===== src/rtl/modn_updown_counter.sv =====
// Modulo-MODULUS up/down counter with parallel load, an out-of-range load flag and a
// combinational cascade strobe. Optional saturating wrap counter behind MODN_CNT_WRAP_COUNT_EN.
module modn_updown_counter #(
  parameter int WIDTH   = 4,
  parameter int MODULUS = 10
) (
  input  logic             clock,
  input  logic             rst,
  input  logic             en,
  input  logic             mode,
  input  logic             load,
  input  logic [WIDTH-1:0] data_in,
  output logic [WIDTH-1:0] data_out,
  output logic             carry_out,
  output logic             load_err
`ifdef MODN_CNT_WRAP_COUNT_EN
  ,
  output logic [7:0]       wrap_count
`endif
);

  localparam logic [WIDTH-1:0] TOP     = WIDTH'(MODULUS - 1);
  localparam logic [WIDTH:0]   MOD_EXT = (WIDTH+1)'(MODULUS);

  logic at_top;
  logic at_bot;
  logic in_range;

  // Explicit wraps at the range ends; with MODULUS == 2**WIDTH they coincide with natural overflow.
  function automatic logic [WIDTH-1:0] step_count(input logic [WIDTH-1:0] cur, input logic up);
    if (up) return (cur == TOP) ? '0 : cur + WIDTH'(1);
    else    return (cur == '0) ? TOP : cur - WIDTH'(1);
  endfunction

  function automatic logic [7:0] sat_inc(input logic [7:0] v);
    return (v == 8'hFF) ? v : v + 8'd1;
  endfunction

  assign at_top   = (data_out == TOP);
  assign at_bot   = (data_out == '0);
  assign in_range = ({1'b0, data_in} < MOD_EXT);

  // High in the cycle before a wrap, so the next stage's en sees it on the same edge.
  assign carry_out = en & ~load & ~rst & ((mode & at_top) | (~mode & at_bot));

  always_ff @(posedge clock) begin
    if (rst) begin
      data_out <= '0;
      load_err <= 1'b0;
    end else if (load) begin
      data_out <= in_range ? data_in : TOP;
      load_err <= ~in_range;
    end else begin
      load_err <= 1'b0;
      if (en) data_out <= step_count(data_out, mode);
    end
  end

`ifdef MODN_CNT_WRAP_COUNT_EN
  always_ff @(posedge clock) begin
    if (rst) begin
      wrap_count <= '0;
    end else if (carry_out) begin
      wrap_count <= sat_inc(wrap_count);
    end
  end
`endif

endmodule


===== config.mk =====
export PLATFORM = sky130hd
export DESIGN_NAME = modn_updown_counter
export DESIGN_NICKNAME = d
export VERILOG_FILES = /design/src/rtl/modn_updown_counter.sv
export SDC_FILE = /design/constraint.sdc
export NUM_CORES = 1
export LEC_CHECK = 0
export ABC_AREA = 0
export BUFFER_PORTS_ARGS = -buffer_cell sky130_fd_sc_hd__buf_2
export CORE_AREA = 5 5 42 44
export CTS_BUF_LIST = sky130_fd_sc_hd__clkbuf_4 sky130_fd_sc_hd__clkbuf_8
export CTS_CLUSTER_SIZE = 40
export DETAILED_ROUTE_END_ITERATION = 7
export DIE_AREA = 0 0 47 49
export PLACE_DENSITY = 0.53
export SLEW_MARGIN = 0
export SYNTH_ARGS = -nofsm -noshare
export SYNTH_HDL_FRONTEND = slang
export SYNTH_SLANG_ARGS = --single-unit

===== constraint.sdc =====
create_clock -name clock -period 2.78 [get_ports clock]
set_input_delay 0.278 -clock clock [delete_from_list [all_inputs] [get_ports clock]]
set_output_delay 0.278 -clock clock [all_outputs]
set_load 0.02 [all_outputs]

### Word-level counts from Yosys, hierarchy flattened

Index checks and enable logic that the tools add are counted.

* word-level logic and storage cells: 25
* register bits after elaboration: 5
* output and inout bits: 6
* bits of input ports: 9

* equality and inequality tests: 1
* reduce and logical (&&, ||, !) cells: 3
* add/sub/neg operators: 2
* bitwise logic cells: 10
* order comparisons: 1
* multiplexer cells: 6

Operators with widths (number)
* $mux 4: 6
* $and 1x1->1: 5
* $add 4x1->4 const B: 1
* $eq 4x4->1 const B: 1
* $logic_not 4->1: 1
* $lt 4x4->1 const B: 1
* $not 1->1: 4
* $sub 4x1->4 const B: 1
* $reduce_bool 2->1: 1
* $reduce_or 2->1: 1
* $or 1x1->1: 1

### Logic depth before layout (Yosys ltp)

* word-level depth: 5
* mapped depth: 5
* mapped depth without buffers: 4

### Least setup slack after synthesis

No wires, ideal clock.

* path type: register to output
* from: reg data_out[3]
* to: out carry_out
* arrival time: 1531 ps
* slack: 971 ps
* required time: 2502 ps
* buffers on the path: 1
* stages on the path, launching flop included: 4
* path through: dfxtp_1 buf_6 or3_1 a2111oi_2

* word-level cells in the longest chain between the ends: 4
* elaborated cells between the ends (all ways): 6
* those cells by class: eq/ne: 1; bitwise: 4; reduce/logical: 1

Ends and longest elaborated chain
* start, declared: RTL line 13 `output logic [WIDTH-1:0] data_out,`
* start signal, assigned: RTL line 51 `data_out <= in_range ? data_in : TOP;`
* start signal, assigned: RTL line 55 `if (en) data_out <= step_count(data_out, mode);`
* $eq 4x4->1 or $logic_not 4->1 (tied branches): RTL line 39, 40
* $and 1x1->1: RTL line 44 `assign carry_out = en & ~load & ~rst & ((mode & at_top) | (~mode & at_bot));`
* $or 1x1->1 (*): RTL line 44
* $and 1x1->1 (*): RTL line 44
* end, declared: RTL line 14 `output logic carry_out,`

Mark *: on every way between the ends. The rest lies on a longest branch, timed or not.

### Final worst setup path

* from: reg data_out[0]
* to: out carry_out

The elaborated chain is that of the path after synthesis.

==> impl_metrics.env <==
export IMPL_grt_pass1_wl_um=1590
export IMPL_pin_count=15
export IMPL_setup_slack_placement_ps=1140
export IMPL_final_critical_path_setup_slack_ps=888
export IMPL_gp_routability_congestion=0.719
export IMPL_die_width_um=47
export IMPL_drt_pass1_iter_count=4
export IMPL_part_of_the_total_power_dissipated_in_combinational_logic=0.223
export IMPL_register_share_of_total_power=0.369
export IMPL_cts_hold_buffers_added=0
export IMPL_finish_instance_area_um2=483
export IMPL_startpoint_type="flip-flop"
export IMPL_netlist_instances=46
export IMPL_switching_share=0.305
export IMPL_numCtsBuffers=3
export IMPL_synth_top_cell_area_share=0.257
export IMPL_ctsRootBufferMaster="sky130_fd_sc_hd__clkbuf_4"
export IMPL_worst_setup_path_class="flip-flop to output pin"
export IMPL_clock_path_buffers=2
export IMPL_site_rows=14
export IMPL_worst_pin_slew_ps=377
export IMPL_diodes_inserted=0
export IMPL_ys_async_sr_fraction=0
export IMPL_core_region_area_um2=1400
export IMPL_power_switching_w=0.0000724
export IMPL_worst_skew_pair_late_latency_ps=250
export IMPL_cp_arrival_ps=1610
export IMPL_placement_io_buffers=14
export IMPL_ys_types=28
export IMPL_grt_pass1_vias=346
export IMPL_share_of_cells_above_drive_strength_1=0.361
export IMPL_tritoncts_clock_tree="done"
export IMPL_remaining_drc_errors=0
export IMPL_timing_max_cap_violations=0
export IMPL_report_final_hold_viol_count=0
export IMPL_route_detailed_vias_per_inst=4.92
export IMPL_groute_layer_met1_usage=0.143
export IMPL_rr_worst_depth=4
export IMPL_grt_usage=0.0964
export IMPL_maximum_number_of_pins_on_one_net_before_global_route_repair=12
export IMPL_yosysMostFrequentCell="sky130_fd_sc_hd__dfxtp_1"
export IMPL_average_wire_length_per_cell_after_detail_routing_um=12.0
export IMPL_gr_total_overflow=0
export IMPL_met2_usage=0.115
export IMPL_finClkSkew_ps=4.32
export IMPL_flow_area_growth_from_synthesis_pct=24.1
export IMPL_cts_resized_gates=0
export IMPL_relative_slew_margins=0.748
export IMPL_totalNegativeSetupSlack_ps=0
export IMPL_worst_ep_required_time_ps=2500
export IMPL_internal_power_w=0.000165
export IMPL_path_max_fanout=11
export IMPL_grt_setup_unrepaired="false"
export IMPL_min_period_over_period=0.680
export IMPL_effective_utilization_at_floorplan=0.278
export IMPL_grt_busiest_layer="met1"
export IMPL_antenna_found_initial=0
export IMPL_slew_viol_final=0
export IMPL_number_of_enable_flip_flop_cells_after_synthesis=0
export IMPL_power_share_clock=0.408
export IMPL_detail_route_antenna_nets=0
export IMPL_finalSetupViolCount=0
export IMPL_synthesis_yosys_warnings=0
export IMPL_cp_end_kind="output pin"
export IMPL_route_final_wire_length_um=924
export IMPL_cts_htree_levels=1
export IMPL_yosys_most_used_dff="sky130_fd_sc_hd__dfxtp_1"
export IMPL_timing_fmax_mhz=529
export IMPL_post_synthesis_sequential_area_ratio=0.257
export IMPL_min_delay_path_depth=2
export IMPL_placedInstanceArea_um2=453
export IMPL_fp_dieH_um=49
export IMPL_post_cts_setup_buffers=0
export IMPL_num_vias=379
export IMPL_die_area_um2=2300
export IMPL_finalHoldWorstSlack_ps=311
export IMPL_syn_nets=55
export IMPL_numClockSinks=5
export IMPL_worst_ir_drop_vdd_uv=309
export IMPL_detail_route_iter0_violations=4
export IMPL_clkSlewWorstSetupHoldPaths_ps=50
export IMPL_grt_use_met3=0.0221
export IMPL_synth_avg_cell_area_um2=8.46
export IMPL_p_per_area_nw_per_um2=492
export IMPL_nNetsFinal=71
export IMPL_netlist_top_cells_count="sky130_fd_sc_hd__dfxtp_1, sky130_fd_sc_hd__nor2_1, sky130_fd_sc_hd__o21ai_0"
export IMPL_worst_hold_path_type="input port to flip-flop"
export IMPL_yosys_register_bits=5
export IMPL_final_period_minus_worst_setup_slack_ps=1890
export IMPL_synth_area_leaders="sky130_fd_sc_hd__dfxtp_1, sky130_fd_sc_hd__buf_6, sky130_fd_sc_hd__mux2i_1"
export IMPL_syn_area_um2=389
export IMPL_p_leak_nw=0.206
export IMPL_synth_largest_area_cell="sky130_fd_sc_hd__dfxtp_1"
export IMPL_run_status="finished clean"
-- metal layers --
layer / part of all wire / routed length [um]
met4: 0.028 / 26
met5: 0 / 0
met2: 0.42 / 392
met3: 0.044 / 41
met1: 0.50 / 463
-- layout by cell type, fill, tap and decap left out --
master,n
sky130_fd_sc_hd__a2111oi_2,1
sky130_fd_sc_hd__nor2b_1,2
sky130_fd_sc_hd__a31oi_1,1
sky130_fd_sc_hd__nand2_1,2
sky130_fd_sc_hd__xor2_1,2
sky130_fd_sc_hd__o211ai_1,1
sky130_fd_sc_hd__o2111a_1,1
sky130_fd_sc_hd__a21boi_0,1
sky130_fd_sc_hd__o22ai_1,1
sky130_fd_sc_hd__buf_2,14
sky130_fd_sc_hd__mux2i_1,2
sky130_fd_sc_hd__and3_1,1
sky130_fd_sc_hd__o2111ai_1,1
sky130_fd_sc_hd__or3_1,1
sky130_fd_sc_hd__or2_2,1
sky130_fd_sc_hd__nor3_2,1
sky130_fd_sc_hd__inv_1,1
sky130_fd_sc_hd__xnor2_1,1
sky130_fd_sc_hd__nand2b_1,1
sky130_fd_sc_hd__nand3b_1,2
sky130_fd_sc_hd__o21ai_0,4
sky130_fd_sc_hd__nand3_1,1
sky130_fd_sc_hd__a21oi_1,3
sky130_fd_sc_hd__and4b_1,1
sky130_fd_sc_hd__dfxtp_1,5
sky130_fd_sc_hd__a221oi_2,1
sky130_fd_sc_hd__nor2_1,4
sky130_fd_sc_hd__clkbuf_4,4
-- power by group through the flow --
stage / combinational [W] / clock, W / sequential, W
global route: 0.0000598 / 0.000103 / 0.0000895
finish: 0.0000530 / 0.0000969 / 0.0000876
detailed placement: 0.0000532 / 0 / 0.0000890
floorplan: 0.0000379 / 0 / 0.0000889
CTS: 0.0000535 / 0.000100 / 0.0000876
global placement: 0.0000535 / 0 / 0.0000888
-- path summary, 6_finish.rpt --
check	endpoint	slack, ps	from
worst min register to register	data_out[2]	600	data_out[2]
worst max-delay path	carry_out	890	data_out[0]
worst max register to register	data_out[2]	1490	data_out[0]
worst min-delay path	data_out[1]	310	rst
-- worst max-delay path, stage by stage (launching register included) --
cell and delay [ps]:
sky130_fd_sc_hd__dfxtp_1 420, sky130_fd_sc_hd__or3_1 400, sky130_fd_sc_hd__a2111oi_2 340, sky130_fd_sc_hd__buf_2 210
-- logic make-up (layout without fill, tap and decap cells) --
kind of cell	count (synthesis)	in the layout	share of synthesized area
buf+inv	4	19	0.0771
simple gates	17	17	0.257
compound gates	15	15	0.289
flops	5	5	0.257
mux	2	2	0.0514
xor+xnor	3	3	0.0675
-- final cells by class --
type | instances | area, um2
fillers | 160 | 918
multi-input cells | 37 | 259
flip-flops and latches | 5 | 100
repair buffers | 14 | 70.1
clock buffers | 4 | 30.0
well taps | 16 | 20.0
inverters | 1 | 3.75
-- per-stage QoR --
stage | std cells | utilization | total power, W
after global routing | 77 | 0.345 | 0.000253
final | 77 | 0.345 | 0.000237
after detailed placement | 73 | 0.323 | 0.000142
after global placement | 73 | 0.323 | 0.000142
after floorplan | 46 | - | 0.000127
after CTS | 77 | 0.345 | 0.000241
-- registers in the layout (all words and copies together), names as in the netlist --
signal and cells:
data_out 4, load_err 1
Note: power is estimated with default switching activity, not from simulation.
